==> src/rtl/image_crop_if.sv <==
`default_nettype none
// =============================================================================
// Module   : image_crop_if
// Brief    : Image stream bundle: input word (dvi/dtypei/datai) and the
//            registered output word (dvo/dtypeo/datao) of a stream stage.
// Revision : 1.0 - initial release
// =============================================================================
interface image_crop_if #(
    parameter int DATA_WIDTH  = 16,
    parameter int DTYPE_WIDTH = 4
);
    logic                   dvi;
    logic [DTYPE_WIDTH-1:0] dtypei;
    logic [DATA_WIDTH-1:0]  datai;
    logic                   dvo;
    logic [DTYPE_WIDTH-1:0] dtypeo;
    logic [DATA_WIDTH-1:0]  datao;

    // master is the environment (source and sink), slave is the stream stage
    modport master (
        output dvi,
        output dtypei,
        output datai,
        input  dvo,
        input  dtypeo,
        input  datao
    );

    modport slave (
        input  dvi,
        input  dtypei,
        input  datai,
        output dvo,
        output dtypeo,
        output datao
    );
endinterface
`default_nettype wire

==> src/rtl/image_crop.sv <==
`default_nettype none
// =============================================================================
// Module   : image_crop
// Brief    : Streaming region-of-interest crop with frame-shadowed window,
//            row renumbering and per-frame row/column status.
// Revision : 1.0 - initial release
// =============================================================================
module image_crop #(
    parameter int DATA_WIDTH = 16,
    parameter int DIM_WIDTH  = 16
) (
    input  logic                 clk,
    input  logic                 reset,
    input  logic                 enable,
    input  logic [DIM_WIDTH-1:0] win_col_start,
    input  logic [DIM_WIDTH-1:0] win_row_start,
    input  logic [DIM_WIDTH-1:0] win_num_cols,
    input  logic [DIM_WIDTH-1:0] win_num_rows,
    image_crop_if.slave          strm,
    output logic [DIM_WIDTH-1:0] rows_out,
    output logic [DIM_WIDTH-1:0] cols_out
);

    localparam int DTYPE_WIDTH = 4;

    localparam logic [DTYPE_WIDTH-1:0] DTYPE_FRAME_START  = 4'd1;
    localparam logic [DTYPE_WIDTH-1:0] DTYPE_FRAME_END    = 4'd2;
    localparam logic [DTYPE_WIDTH-1:0] DTYPE_ROW_START    = 4'd3;
    localparam logic [DTYPE_WIDTH-1:0] DTYPE_ROW_END      = 4'd4;
    localparam logic [DTYPE_WIDTH-1:0] DTYPE_PIXEL        = 4'd5;

    localparam logic [DIM_WIDTH-1:0]   DIM_MAX = '1;
    localparam logic [DIM_WIDTH-1:0]   DIM_ONE = DIM_WIDTH'(1);

    typedef enum logic [0:0] {
        ST_IDLE   = 1'b0,
        ST_ACTIVE = 1'b1
    } state_t;

    state_t                 state;
    state_t                 next_state;

    // Window shadows, loaded only at FRAME_START
    logic                   sh_enable;
    logic [DIM_WIDTH-1:0]   sh_col_start;
    logic [DIM_WIDTH-1:0]   sh_row_start;
    logic [DIM_WIDTH-1:0]   sh_num_cols;
    logic [DIM_WIDTH-1:0]   sh_num_rows;

    logic [DIM_WIDTH-1:0]   row_cnt;
    logic [DIM_WIDTH-1:0]   col_cnt;
    logic [DIM_WIDTH-1:0]   pix_tally;
    logic [DIM_WIDTH-1:0]   row_tally;
    logic [DIM_WIDTH-1:0]   last_cols;

    logic                   out_valid;
    logic [DTYPE_WIDTH-1:0] out_dtype;
    logic [DATA_WIDTH-1:0]  out_data;

    logic [DIM_WIDTH:0]     row_limit;
    logic [DIM_WIDTH:0]     col_limit;
    logic [DIM_WIDTH-1:0]   row_rel;
    logic                   row_in;
    logic                   col_in;

    logic                   fwd;
    logic [DATA_WIDTH-1:0]  fwd_data;
    logic                   frame_restart;
    logic                   frame_close;
    logic                   row_open;
    logic                   row_close;
    logic                   pixel_seen;

    // One extra bit keeps start+size from wrapping back into low coordinates
    assign row_limit = {1'b0, sh_row_start} + {1'b0, sh_num_rows};
    assign col_limit = {1'b0, sh_col_start} + {1'b0, sh_num_cols};
    assign row_in    = (row_cnt >= sh_row_start) && ({1'b0, row_cnt} < row_limit);
    assign col_in    = (col_cnt >= sh_col_start) && ({1'b0, col_cnt} < col_limit);
    assign row_rel   = row_cnt - sh_row_start;

    always_ff @(posedge clk) begin
        if (reset) begin
            state <= ST_IDLE;
        end else begin
            state <= next_state;
        end
    end

    always_comb begin
        next_state    = state;
        fwd           = 1'b0;
        fwd_data      = strm.datai;
        frame_restart = 1'b0;
        frame_close   = 1'b0;
        row_open      = 1'b0;
        row_close     = 1'b0;
        pixel_seen    = 1'b0;

        if (strm.dvi) begin
            case (strm.dtypei)
                DTYPE_FRAME_START: begin
                    fwd           = 1'b1;
                    frame_restart = 1'b1;
                    next_state    = ST_ACTIVE;
                end
                DTYPE_FRAME_END: begin
                    if (state == ST_ACTIVE) begin
                        fwd         = 1'b1;
                        frame_close = 1'b1;
                        next_state  = ST_IDLE;
                    end
                end
                DTYPE_ROW_START: begin
                    if (state == ST_ACTIVE) begin
                        row_open = 1'b1;
                        fwd      = !sh_enable || row_in;
                        if (sh_enable) begin
                            fwd_data = DATA_WIDTH'(row_rel);
                        end
                    end
                end
                DTYPE_ROW_END: begin
                    if (state == ST_ACTIVE) begin
                        row_close = 1'b1;
                        fwd       = !sh_enable || row_in;
                        if (sh_enable) begin
                            fwd_data = '0;
                        end
                    end
                end
                DTYPE_PIXEL: begin
                    if (state == ST_ACTIVE) begin
                        pixel_seen = 1'b1;
                        fwd        = !sh_enable || (row_in && col_in);
                    end
                end
                // Header words and unknown types always pass
                default: begin
                    fwd = 1'b1;
                end
            endcase
        end
    end

    always_ff @(posedge clk) begin
        if (reset) begin
            out_valid    <= 1'b0;
            out_dtype    <= '0;
            out_data     <= '0;
            sh_enable    <= 1'b0;
            sh_col_start <= '0;
            sh_row_start <= '0;
            sh_num_cols  <= '0;
            sh_num_rows  <= '0;
            row_cnt      <= '0;
            col_cnt      <= '0;
            pix_tally    <= '0;
            row_tally    <= '0;
            last_cols    <= '0;
            rows_out     <= '0;
            cols_out     <= '0;
        end else begin
            out_valid <= fwd;
            out_dtype <= fwd ? strm.dtypei : '0;
            out_data  <= fwd ? fwd_data : '0;

            if (frame_restart) begin
                sh_enable    <= enable;
                sh_col_start <= win_col_start;
                sh_row_start <= win_row_start;
                sh_num_cols  <= win_num_cols;
                sh_num_rows  <= win_num_rows;
                row_cnt      <= '0;
                col_cnt      <= '0;
                pix_tally    <= '0;
                row_tally    <= '0;
                last_cols    <= '0;
            end

            if (frame_close) begin
                rows_out <= row_tally;
                cols_out <= last_cols;
            end

            if (row_open) begin
                col_cnt   <= '0;
                pix_tally <= '0;
            end

            if (pixel_seen) begin
                if (col_cnt != DIM_MAX) begin
                    col_cnt <= col_cnt + DIM_ONE;
                end
                if (fwd && (pix_tally != DIM_MAX)) begin
                    pix_tally <= pix_tally + DIM_ONE;
                end
            end

            if (row_close) begin
                if (row_cnt != DIM_MAX) begin
                    row_cnt <= row_cnt + DIM_ONE;
                end
                pix_tally <= '0;
                if (fwd) begin
                    last_cols <= pix_tally;
                    if (row_tally != DIM_MAX) begin
                        row_tally <= row_tally + DIM_ONE;
                    end
                end
            end
        end
    end

    assign strm.dvo    = out_valid;
    assign strm.dtypeo = out_dtype;
    assign strm.datao  = out_data;

endmodule
`default_nettype wire

==> src/flat_wrapper.sv <==
// flat-port wrapper written by rule: the top's interface ports become plain ports
module image_crop_flat 
#(
    parameter int DATA_WIDTH = 16,
    parameter int DIM_WIDTH  = 16
)
  (clk, reset, enable, win_col_start, win_row_start, win_num_cols, win_num_rows, rows_out, cols_out, strm_dvi, strm_dtypei, strm_datai, strm_dvo, strm_dtypeo, strm_datao);
  image_crop_if #(.DATA_WIDTH(DATA_WIDTH), .DTYPE_WIDTH(4)) strm_i ();
  input  logic clk;
  input  logic reset;
  input  logic enable;
  input  logic [DIM_WIDTH-1:0] win_col_start;
  input  logic [DIM_WIDTH-1:0] win_row_start;
  input  logic [DIM_WIDTH-1:0] win_num_cols;
  input  logic [DIM_WIDTH-1:0] win_num_rows;
  output logic [DIM_WIDTH-1:0] rows_out;
  output logic [DIM_WIDTH-1:0] cols_out;
  input wire logic [$bits(strm_i.dvi)-1:0] strm_dvi;
  input wire logic [$bits(strm_i.dtypei)-1:0] strm_dtypei;
  input wire logic [$bits(strm_i.datai)-1:0] strm_datai;
  output wire logic [$bits(strm_i.dvo)-1:0] strm_dvo;
  output wire logic [$bits(strm_i.dtypeo)-1:0] strm_dtypeo;
  output wire logic [$bits(strm_i.datao)-1:0] strm_datao;
  assign strm_i.dvi = strm_dvi;
  assign strm_i.dtypei = strm_dtypei;
  assign strm_i.datai = strm_datai;
  assign strm_dvo = strm_i.dvo;
  assign strm_dtypeo = strm_i.dtypeo;
  assign strm_datao = strm_i.datao;
  image_crop #(.DATA_WIDTH(DATA_WIDTH), .DIM_WIDTH(DIM_WIDTH)) u_core (.clk(clk), .reset(reset), .enable(enable), .win_col_start(win_col_start), .win_row_start(win_row_start), .win_num_cols(win_num_cols), .win_num_rows(win_num_rows), .strm(strm_i), .rows_out(rows_out), .cols_out(cols_out));
endmodule
==> config.mk <==
export PLATFORM = sky130hd
export DESIGN_NAME = image_crop_flat
export DESIGN_NICKNAME = d
export VERILOG_FILES = /design/src/rtl/image_crop_if.sv /design/src/rtl/image_crop.sv /design/src/flat_wrapper.sv
export SDC_FILE = /design/constraint.sdc
export NUM_CORES = 1
export LEC_CHECK = 0
export ABC_AREA = 1
export CAP_MARGIN = 30
export CORE_MARGIN = 2
export CORE_UTILIZATION = 41
export CTS_CLUSTER_DIAMETER = 50
export DETAILED_ROUTE_END_ITERATION = 10
export PLACE_DENSITY = 0.65
export SLEW_MARGIN = 20
export SYNTH_ARGS = -nofsm -noshare
export SYNTH_HDL_FRONTEND = slang
export SYNTH_SLANG_ARGS = --single-unit
==> constraint.sdc <==
create_clock -name clk -period 6.7 [get_ports clk]
set_input_delay 1.34 -clock clk [delete_from_list [all_inputs] [get_ports clk]]
set_output_delay 1.34 -clock clk [all_outputs]
set_load 0.005 [all_outputs]
==> run_results.csv, run 1 <==
group,metric,value,unit
power_and_ir_drop,leakagePower,5.961,nW
timing,fin_crit,4.541,ns
global_route,grt.total_usage,21.02,%
worst_setup_path,cp_slowest_stage_delay,0.42,ns
hold_path,holdPathEnd,"u_core.rows_out[14]",
floorplanning,die_y,175.2,um
global_route,met1_usage,26.37,%
power_and_ir_drop,p_comb_share,9.7,%
worst_setup_path,crit_type,"flop to flop",
cts,cts_made_buffers,17,
power_and_ir_drop,p_seq_share,47.1,%
placed_design,dp_cells,2190,
yosys,synth_common_cells,"nand2_1 (330), dfxtp_1 (199), nor2_1 (187)",
worst_setup_path,worstPathRequired,7.06,ns
routing,routed-via-count,11520,
cts,cts_sinks,199,
cts,cts_max_level,4,
routing,routed_via_density,5.176,
finish,multiInputGateArea,7054,um^2
yosys,ys_ff_latch,199,
routing,route.detailed.drc,0,
floorplanning,rows,62,
routing,drt_iter0_markers,729,
power_and_ir_drop,p_per_area,178.2,nW/um^2
floorplanning,die-area,30680,um^2
worst_setup_path,ff2ff_path_depth,25,
finish,fin_cells,2225,
yosys,synth_top_cell_by_area,"dfxtp_1",
worst_setup_path,cp_common_cell,"nand2_1",
yosys,yosysUniqueCellTypes,50,
cts,root_buffer,"clkbuf_16",
routing,drtPass1Iterations,5,
hold_path,hp-start,"u_core.rows_out[14]",
timing,worst_pin_slew,1.015,ns
worst_setup_path,endpoint_kind,"flop",
worst_setup_path,r2r_end,"u_core.last_cols[14]",
yosys,yosysSeqAreaShare,33.16,%
yosys,synth_area,12010,um^2
cts,cts_buffer_depth,2,
routing,drt-total-wl,31760,um
cts,tritoncts,"done",
status,status,"finished clean",
finish,fin_nets,2017,
yosys,dominantRegCellSynth,"dfxtp_1",
yosys,synth_area_leaders,"dfxtp_1 (33%), nand2_1 (10%), ha_1 (10%)",
timing,rsz0062_at_grt,"no",
global_route,busiest_layer,"met2",
yosys,yosys_warnings,0,
timing,slew_headroom,32.35,%
power_and_ir_drop,switching_share,26.24,%
job,max_cap_violations,0,
worst_setup_path,cp-start-kind,"flop",
yosys,syn_area_per_cell,6.956,um^2
cts,cts_hold_buf,0,
yosys,synth.most_common_cell,"nand2_1",
yosys,synth_edf_count,0,
power_and_ir_drop,power.share.clock,43.1,%
worst_setup_path,r2r_start,"u_core.sh_num_cols[0]",
cts,post_cts_resized,0,
global_route,antenna_found_initial,0,
timing,hold_viol_final,0,
hold_path,hold_depth,2,
global_route,grt_pass1_vias,11260,
timing,setup-tns-final,0,ns
placed_design,dp_hpwl,23490,um
global_route,grt_max_degree,109,
floorplanning,ios,141,
finish,regArea,3984,um^2
worst_setup_path,path_max_fanout,43,
yosys,synthCells,1727,
yosys,synth_nets,1916,
worst_setup_path,cp.arrival,4.90,ns
floorplanning,dieWidth,175.2,um
global_route,use_met2,37.27,%
global_route,grt_overflow_total,0,
finish,nFillCells,2898,
finish,area_growth,19.34,%
routing,ant_nets,0,
worst_setup_path,crit_slowest_cell,"fa_1",
worst_setup_path,r2r_slack,2.16,ns
placed_design,gp_congestion,0.9079,
hold_path,min_path_type,"flop to flop",
power_and_ir_drop,ir_worst_vdd,0.1603,mV
cts,post_cts_buffers,0,
timing,fin_worst_skew,0.01283,ns
timing,fmax,220.2,MHz
finish,diodes,0,
cts,cts.clk_slew.worst_paths,0.08,ns
routing,post_drt_wl_per_cell,14.28,um
timing,slew_violations,0,
timing,fin_crit_sh,67.78,%
placed_design,placement.io_buffers,140,
floorplanning,initial_core_util,41.74,%
cts,clk_latency,0.45,ns
yosys,synthArstFlopShare,0,%
power_and_ir_drop,p_int,1.884,mW
timing,setup_viol,0,
power_and_ir_drop,power_switching,0.6704,mW
yosys,netlist.area_leader.share,33.16,%
finish,drive_gt1_share,3.639,%
global_route,use_met3,3.242,%
floorplanning,coreArea,28780,um^2
global_route,grt_pass1_wl,53460,um
## how the worst max path moves through the flow
| stage | start | slack [ns] | depth (start not counted) | to |
|---|---|---|---|---|
| 2_1_floorplan | u_core.sh_num_cols[0] | 3.28 | 25 | u_core.last_cols[15] |
| 4_1_cts | u_core.sh_col_start[0] | 2.16 | 25 | u_core.last_cols[14] |
| 5_1_grt | u_core.sh_col_start[0] | 1.69 | 25 | u_core.last_cols[14] |
| 3_3_place_gp | strm_dvi | 2.20 | 13 | u_core.col_cnt[15] |
| 6_report | u_core.sh_num_cols[0] | 2.16 | 25 | u_core.last_cols[14] |
| 3_5_place_dp | strm_dvi | 2.03 | 13 | u_core.col_cnt[15] |
## registers in the layout, summed over array words and instances, names as in the netlist, 4 cells and up
signal               cells
u_core.col_cnt          16
u_core.cols_out         16
u_core.last_cols        16
u_core.pix_tally        16
u_core.row_cnt          16
u_core.row_tally        16
u_core.rows_out         16
u_core.sh_col_start     16
u_core.sh_num_cols      16
u_core.sh_num_rows      16
u_core.sh_row_start     16
u_core.strm.datao       16
u_core.strm.dtypeo       4
## critical path: cells and delay by family, from the launching register on
kind,cells,cell delay (ns)
flip-flops,1,0.33
AND/OR/NAND/NOR,17,2.04
AO/OA/AOI/OAI,3,0.59
buffers and inverters,1,0.34
adder cells (fa/ha/maj),3,0.93
XOR/XNOR,1,0.20
## stage by stage
stage	total power [mW]	hold WS [ns]	area (um^2)	setup slack (ns)	util, %
floorplan	1.370	0.4435	12010	3.277	-
global placement	1.475	0.4519	13660	2.203	47.47
detailed placement	1.479	0.4540	13660	2.027	47.47
CTS	2.584	0.4660	14290	2.161	49.67
global route	2.656	0.4801	14340	1.692	49.81
finish	2.555	0.4612	14340	2.159	49.81
## power groups by stage
stage          clock, mW  sequential [mW]  combinational (mW)
6_report            1.10             1.20               0.248
5_1_grt             1.17             1.21               0.279
4_1_cts             1.13             1.20               0.248
3_5_place_dp           0             1.23               0.246
3_3_place_gp           0             1.23               0.243
2_1_floorplan          0             1.23               0.140
## cells by family after synthesis
kind of cell    count (synthesis)  synth area share, %
flops                         199                33.16
mux                             1              0.08333
buf+inv                       255                8.239
fa+ha+maj                     101                10.71
simple gates                  729                26.20
compound gates                387                17.60
xor+xnor                       55                4.010
## layer usage
metal | share of wire, % | vias to the layer above
li1 | - | 5975
met1 | 46 | 5260
met2 | 48 | 238
met3 | 3.6 | 43
met4 | 1.8 | 0
met5 | 0 | -
## cell usage in the layout (no fill, tap or decap), types with 5 or more instances in the layout
cell,n
nand2_1,330
dfxtp_1,199
nor2_1,186
inv_1,183
a21oi_1,166
o21ai_0,145
clkdlybuf4s50_1,139
nand3_1,119
ha_1,98
xor2_1,41
nor3_1,34
nand4_1,22
clkbuf_16,17
xnor2_1,14
nor4_1,12
a211oi_1,10
a31oi_1,9
o21a_1,8
o21bai_1,8
o21ai_1,7
nor3b_1,6
a22oi_1,6
a21o_1,5
buf_4,5
## layout make-up
type	instances	area share, %
clock buffers	17	2.967
inverters	189	4.949
clock inverters	15	1.440
repair buffers	148	10.30
well taps	384	3.351
flip-flops and latches	199	27.79
multi-input cells	1273	49.21
Power figures use the tool's default switching activity.
==> inputs of run 2 (changes only) <==
--- a/config.mk
+++ b/config.mk
@@ -11,7 +11,7 @@
 export CORE_UTILIZATION = 41
 export CTS_CLUSTER_DIAMETER = 50
 export DETAILED_ROUTE_END_ITERATION = 10
-export PLACE_DENSITY = 0.65
+export PLACE_DENSITY = 0.67
 export SLEW_MARGIN = 20
 export SYNTH_ARGS = -nofsm -noshare
 export SYNTH_HDL_FRONTEND = slang
==> constraint.sdc (replaced) <==
create_clock -name clk -period 3.9 [get_ports clk]
set_input_delay 0.78 -clock clk [delete_from_list [all_inputs] [get_ports clk]]
set_output_delay 0.78 -clock clk [all_outputs]
set_load 0.005 [all_outputs]
==> run 2 against run 1 <==
Combinational power rose by 80%. Flip-flop and latch count did not move. Clock skew rose by 0.0079 ns. Routed wire length rose by 2.7%. Clock power rose by 75%. Register-to-register slack got worse by 2.0 ns. Clock-buffer cell count did not move. Maximum frequency rose by 20%.
==> run_results.csv, run 2 (synthesis results as in run 1) <==
group,metric,value,unit
timing,fin_worst_skew,0.02077,ns
floorplanning,coreArea,28780,um^2
finish,layout.cells.most_common_list,"nand2_1 (315), dfxtp_1 (190), inv_1 (181)",
timing,hold_viol_final,0,
timing,fmax,264.8,MHz
global_route,grt_overflow_total,0,
placed_design,post_dp_cell_area,13830,um^2
global_route,grt_max_degree,106,
finish,final_area,15120,um^2
routing,drtPass1Iterations,5,
floorplanning,die-area,30680,um^2
timing,slew_headroom,46.82,%
routing,route.detailed.drc,0,
floorplanning,die_y,175.2,um
finish,drive_gt1_share,9.569,%
worst_setup_path,crit_slowest_cell,"fa_2",
floorplanning,dieWidth,175.2,um
cts,cts_sinks,199,
timing,fin_crit,3.777,ns
floorplanning,rows,62,
power_and_ir_drop,ir_worst_vdd,0.2929,mV
timing,fin_crit_sh,96.85,%
worst_setup_path,cp.arrival,4.12,ns
routing,routed-via-count,11920,
cts,root_buffer,"clkbuf_16",
worst_setup_path,cp_common_cell,"nand2_2",
worst_setup_path,r2r_start,"u_core.sh_num_rows[0]",
cts,cts.clk_slew.worst_paths,0.09,ns
worst_setup_path,endpoint_kind,"flop",
worst_setup_path,cp_slowest_stage_delay,0.38,ns
finish,diodes,0,
cts,clk_latency,0.46,ns
power_and_ir_drop,p_per_area,293.1,nW/um^2
timing,whs,0.4651,ns
timing,slew_violations,0,
worst_setup_path,critical_path_buf_inv_count,4,
floorplanning,ios,141,
floorplanning,initial_core_util,41.74,%
job,max_cap_violations,0,
hold_path,hp-start,"u_core.cols_out[15]",
worst_setup_path,ff2ff_path_depth,26,
timing,worst_pin_slew,0.7977,ns
cts,cts_buffer_depth,2,
cts,tritoncts,"done",
worst_setup_path,cp-start-kind,"flop",
cts,cts_made_buffers,17,
hold_path,min_path_type,"flop to flop",
global_route,grt.total_usage,20.56,%
worst_setup_path,path_max_fanout,6,
hold_path,holdPathEnd,"u_core.cols_out[15]",
finish,fin_nets,2057,
finish,area_growth,25.86,%
worst_setup_path,worstPathRequired,4.24,ns
finish,final_common_cell,"nand2_1",
routing,routed_via_density,5.261,
worst_setup_path,r2r_end,"u_core.row_tally[11]",
routing,drt_iter0_markers,924,
timing,setup_viol,0,
placed_design,placement.io_buffers,140,
global_route,grt_pass1_vias,11160,
routing,post_drt_wl_per_cell,14.40,um
cts,cts_max_level,4,
placed_design,gp_congestion,0.8983,
status,status,"finished clean",
worst_setup_path,cp_top_family,"simple AND/OR/NAND/NOR gates",
placed_design,dp_hpwl,23320,um
global_route,grt_pass1_wl,52280,um
global_route,antenna_found_initial,0,
worst_setup_path,r2r_slack,0.12,ns
hold_path,hold_depth,2,
routing,drt-total-wl,32620,um
power_and_ir_drop,leakagePower,6.222,nW
timing,rsz0062_at_grt,"yes",
worst_setup_path,crit_type,"flop to flop",
routing,ant_nets,0,
## run 2: cell types whose count changed in the layout (fill, tap and decap cells not counted), sizes merged
cell / change
buf: +34
inv: +5
clkbuf: +3
clkinv: -3
bufinv: -2
nand3: +2
nand4: +1
## run 2: worst max-delay path by stage
stage | start | end | slack [ns] | depth (start not counted)
final | u_core.sh_num_rows[0] | u_core.row_tally[11] | 0.12 | 26
after global routing | u_core.sh_num_rows[0] | u_core.pix_tally[13] | -0.13 | 29
after CTS | u_core.sh_num_rows[0] | u_core.last_cols[15] | 0.01 | 24
after detailed placement | u_core.sh_num_rows[2] | u_core.last_cols[15] | -0.07 | 27
after global placement | u_core.sh_num_rows[2] | u_core.last_cols[15] | 0.05 | 27
after floorplan | u_core.sh_num_cols[0] | u_core.last_cols[15] | 0.48 | 25
## run 2: cell type report
class / count / area (um^2)
flip-flops and latches: 199 / 3998
multi-input cells: 1276 / 7408
fillers: 2733 / 13660
clock buffers: 17 / 425.4
repair buffers: 185 / 1879
well taps: 384 / 480.5
inverters: 189 / 714.4
clock inverters: 15 / 214.0
## run 2: timing repair
action	in CTS	in global routing
endpoints found under the setup margin	24	69
resized for setup	4	100
hold buffers	0	0
pin swaps	1	41
buffers inserted	1	16
gates cloned	0	7
## run 2: routing by layer
metal	vias up	track usage, %	share of wire, %
met5	-	0	0
met4	0	5.938	1.8
met3	44	2.894	4.1
met2	282	36.15	49
met1	5529	26.09	45
li1	6062	-	-
## run 2: worst reg2reg max path, cell delays in order (launching register included)
cell and delay, ns:
dfxtp_2 0.33, ha_2 0.20, fa_2 0.38, nand3_2 0.08, nand2_2 0.08, nand2_2 0.07
nand2_2 0.05, inv_2 0.05, o21bai_2 0.07, a21boi_2 0.18, buf_4 0.13, o21bai_1 0.07
xnor2_1 0.13, ha_1 0.31, nand2_1 0.10, inv_1 0.05, nand4_1 0.09, nor2_1 0.05
nor2_1 0.10, nand3_1 0.09, nor2_2 0.18, nand2_2 0.11, nand2_4 0.14, nand3_2 0.22
buf_6 0.21, o21ai_0 0.15, nor2_1 0.06
## run 2: stage by stage
step	util [%]	setup TNS [ns]	power, mW	instances	worst slack (ns)
after floorplan	-	0	2.354	1727	0.4769
after global placement	48.05	0	2.542	2209	0.04665
after detailed placement	48.05	-0.3048	2.547	2209	-0.06648
after CTS	50.34	0	4.444	2242	0.01282
after global routing	52.53	-5.006	4.599	2265	-0.1326
final	52.53	0	4.432	2265	0.1229
## run 2: report_power, final
part	internal, mW	switching [mW]	leakage, nW	total [mW]
logic	0.203	0.244	4.30	0.447
clock network	0.914	1.00	0.309	1.92
registers	2.05	0.0147	1.61	2.07
==> inputs of run 3 (changes only) <==
--- a/config.mk
+++ b/config.mk
@@ -11,6 +11,8 @@
 export CORE_UTILIZATION = 41
 export CTS_CLUSTER_DIAMETER = 50
 export DETAILED_ROUTE_END_ITERATION = 10
+export GPL_ROUTABILITY_DRIVEN = 0
+export GPL_TIMING_DRIVEN = 1
 export PLACE_DENSITY = 0.67
 export SLEW_MARGIN = 20
 export SYNTH_ARGS = -nofsm -noshare
==> run 3 against run 2 <==
Clock power is 4% lower. Power decreased by 1.5%. Register-to-register slack improved by 0.05 ns. Utilization down 0.40 points. Clock-buffer cell count is the same. Global-route usage up 0.10 points. Largest cell class unchanged. Highest routed layer unchanged.
==> run_results.csv, run 3 (synthesis results as in run 1) <==
group,metric,value,unit
status,status,"finished clean",
hold_path,min_path_type,"flop to flop",
cts,cts_sinks,199,
timing,setup-tns-final,0,ns
timing,hold_viol_final,0,
floorplanning,initial_core_util,41.74,%
routing,drtPass1Iterations,5,
timing,fin_crit_sh,95.56,%
floorplanning,dieWidth,175.2,um
global_route,use_met2,36.58,%
worst_setup_path,r2r_end,"u_core.row_tally[9]",
power_and_ir_drop,power_switching,1.222,mW
cts,cts_max_level,4,
hold_path,holdPathEnd,"u_core.cols_out[10]",
routing,post_drt_wl_per_cell,14.49,um
worst_setup_path,r2r_slack,0.17,ns
worst_setup_path,endpoint_kind,"flop",
worst_setup_path,r2r_start,"u_core.sh_num_rows[6]",
cts,cts.clk_slew.worst_paths,0.09,ns
power_and_ir_drop,p_per_area,290.9,nW/um^2
worst_setup_path,ff2ff_path_depth,27,
power_and_ir_drop,p_comb_share,10.5,%
global_route,grt_overflow_total,0,
timing,fin_worst_skew,0.01532,ns
power_and_ir_drop,p_int,3.143,mW
global_route,grt.total_usage,20.66,%
finish,layout.cells.most_common_list,"nand2_1 (318), dfxtp_1 (190), inv_1 (183)",
routing,routed_via_density,5.249,
global_route,grt_max_degree,106,
global_route,grt_pass1_wl,52730,um
worst_setup_path,crit_type,"flop to flop",
cts,clk_latency,0.45,ns
global_route,grt_pass1_vias,11230,
finish,final_area,15010,um^2
timing,slew_violations,0,
power_and_ir_drop,power.share.clock,42.1,%
worst_setup_path,path_max_fanout,8,
power_and_ir_drop,total_power,4.365,mW
power_and_ir_drop,switching_share,27.99,%
cts,root_buffer,"clkbuf_16",
global_route,busiest_layer,"met2",
power_and_ir_drop,ir_worst_vdd,0.3180,mV
finish,diodes,0,
routing,routed-via-count,11860,
routing,route.detailed.drc,0,
worst_setup_path,cp-start-kind,"flop",
worst_setup_path,cp.arrival,4.04,ns
placed_design,dp_hpwl,23260,um
finish,final_common_cell,"nand2_1",
floorplanning,rows,62,
worst_setup_path,worstPathRequired,4.21,ns
cts,cts_made_buffers,17,
cts,tritoncts,"done",
placed_design,post_dp_cell_area,13840,um^2
finish,drive_gt1_share,9.067,%
routing,ant_nets,0,
timing,worst_pin_slew,0.7954,ns
timing,setup_viol,0,
cts,cts_buffer_depth,2,
timing,whs,0.4645,ns
routing,drt-total-wl,32730,um
power_and_ir_drop,leakagePower,6.219,nW
hold_path,hold_depth,2,
hold_path,hp-start,"u_core.cols_out[10]",
job,max_cap_violations,0,
floorplanning,ios,141,
routing,drt_iter0_markers,802,
timing,fin_crit,3.727,ns
timing,slew_headroom,46.97,%
global_route,antenna_found_initial,0,
global_route,met1_usage,26.37,%
timing,fmax,268.3,MHz
floorplanning,die-area,30680,um^2
timing,rsz0062_at_grt,"yes",
power_and_ir_drop,p_seq_share,47.4,%
floorplanning,die_y,175.2,um
global_route,use_met3,2.807,%
finish,area_growth,24.91,%
floorplanning,coreArea,28780,um^2
placed_design,placement.io_buffers,140,
finish,fin_nets,2051,
==> run 3: through the flow <==
step / util, % / std cells / setup slack [ns]
after CTS: 50.30 / 2244 / 0.02033
after global routing: 52.14 / 2259 / -0.1235
after detailed placement: 48.10 / 2211 / 0.01354
after floorplan: - / 1727 / 0.4769
after global placement: 48.10 / 2211 / 0.1067
final: 52.14 / 2259 / 0.1732
==> run 3: cell type report <==
cell class                 instances  area (um^2)
sequential                       199         3995
clock buffer                      17        425.4
timing repair buffer             178         1777
fill                            2808        13770
multi-input combinational       1277         7418
clock inverter                    15        195.2
tap                              384        480.5
inverter                         189        714.4
==> run 3: layer usage <==
layer	routed length, um	vias to the layer above
li1	-	6056
met1	14680	5471
met2	15990	294
met3	1562	37
met4	488	0
met5	0	-
==> run 3: worst max-delay path by stage <==
stage | startpoint | endpoint | depth (start not counted)
floorplan | u_core.sh_num_cols[0] | u_core.last_cols[15] | 25
global placement | u_core.sh_num_rows[4] | u_core.pix_tally[0] | 27
detailed placement | u_core.sh_num_rows[0] | u_core.pix_tally[15] | 24
CTS | u_core.sh_col_start[0] | u_core.last_cols[12] | 25
global route | u_core.sh_num_cols[4] | u_core.row_tally[11] | 24
finish | u_core.sh_num_rows[6] | u_core.row_tally[9] | 27
==> run 3: critical path, cell delays in order (launching register included) <==
cell,delay (ns)
dfxtp_2,0.34
ha_4,0.30
nand2_4,0.06
nor3_4,0.18
nand2_1,0.09
nand2_2,0.09
nand2_2,0.05
nand2_2,0.09
a21oi_4,0.07
o21ai_2,0.17
nand2_1,0.09
nand2_2,0.08
nand2_2,0.05
nand2_2,0.06
a21oi_2,0.05
xor2_1,0.16
ha_1,0.34
nand3_2,0.08
nor2_2,0.14
nand4_1,0.10
nand3_2,0.12
nor2_4,0.05
nand2_2,0.12
nand2_4,0.11
nand3_4,0.22
buf_6,0.16
nand2_1,0.06
nor3b_2,0.14
==> run 3: timing repair <==
action                                  4_1_cts  5_1_grt
hold buffers                                  0        0
endpoints found under the setup margin        2       69
resized for setup                             0       96
buffers inserted                              0        9
pin swaps                                     0       38
gates cloned                                  1        6
==> run 3: power groups by stage <==
stage               Combinational, mW  Clock [mW]  Sequential [mW]
floorplan                       0.241           0             2.11
global placement                0.425           0             2.12
detailed placement              0.430           0             2.12
CTS                             0.433        1.86             2.07
global route                    0.511        1.95             2.07
finish                          0.459        1.84             2.07
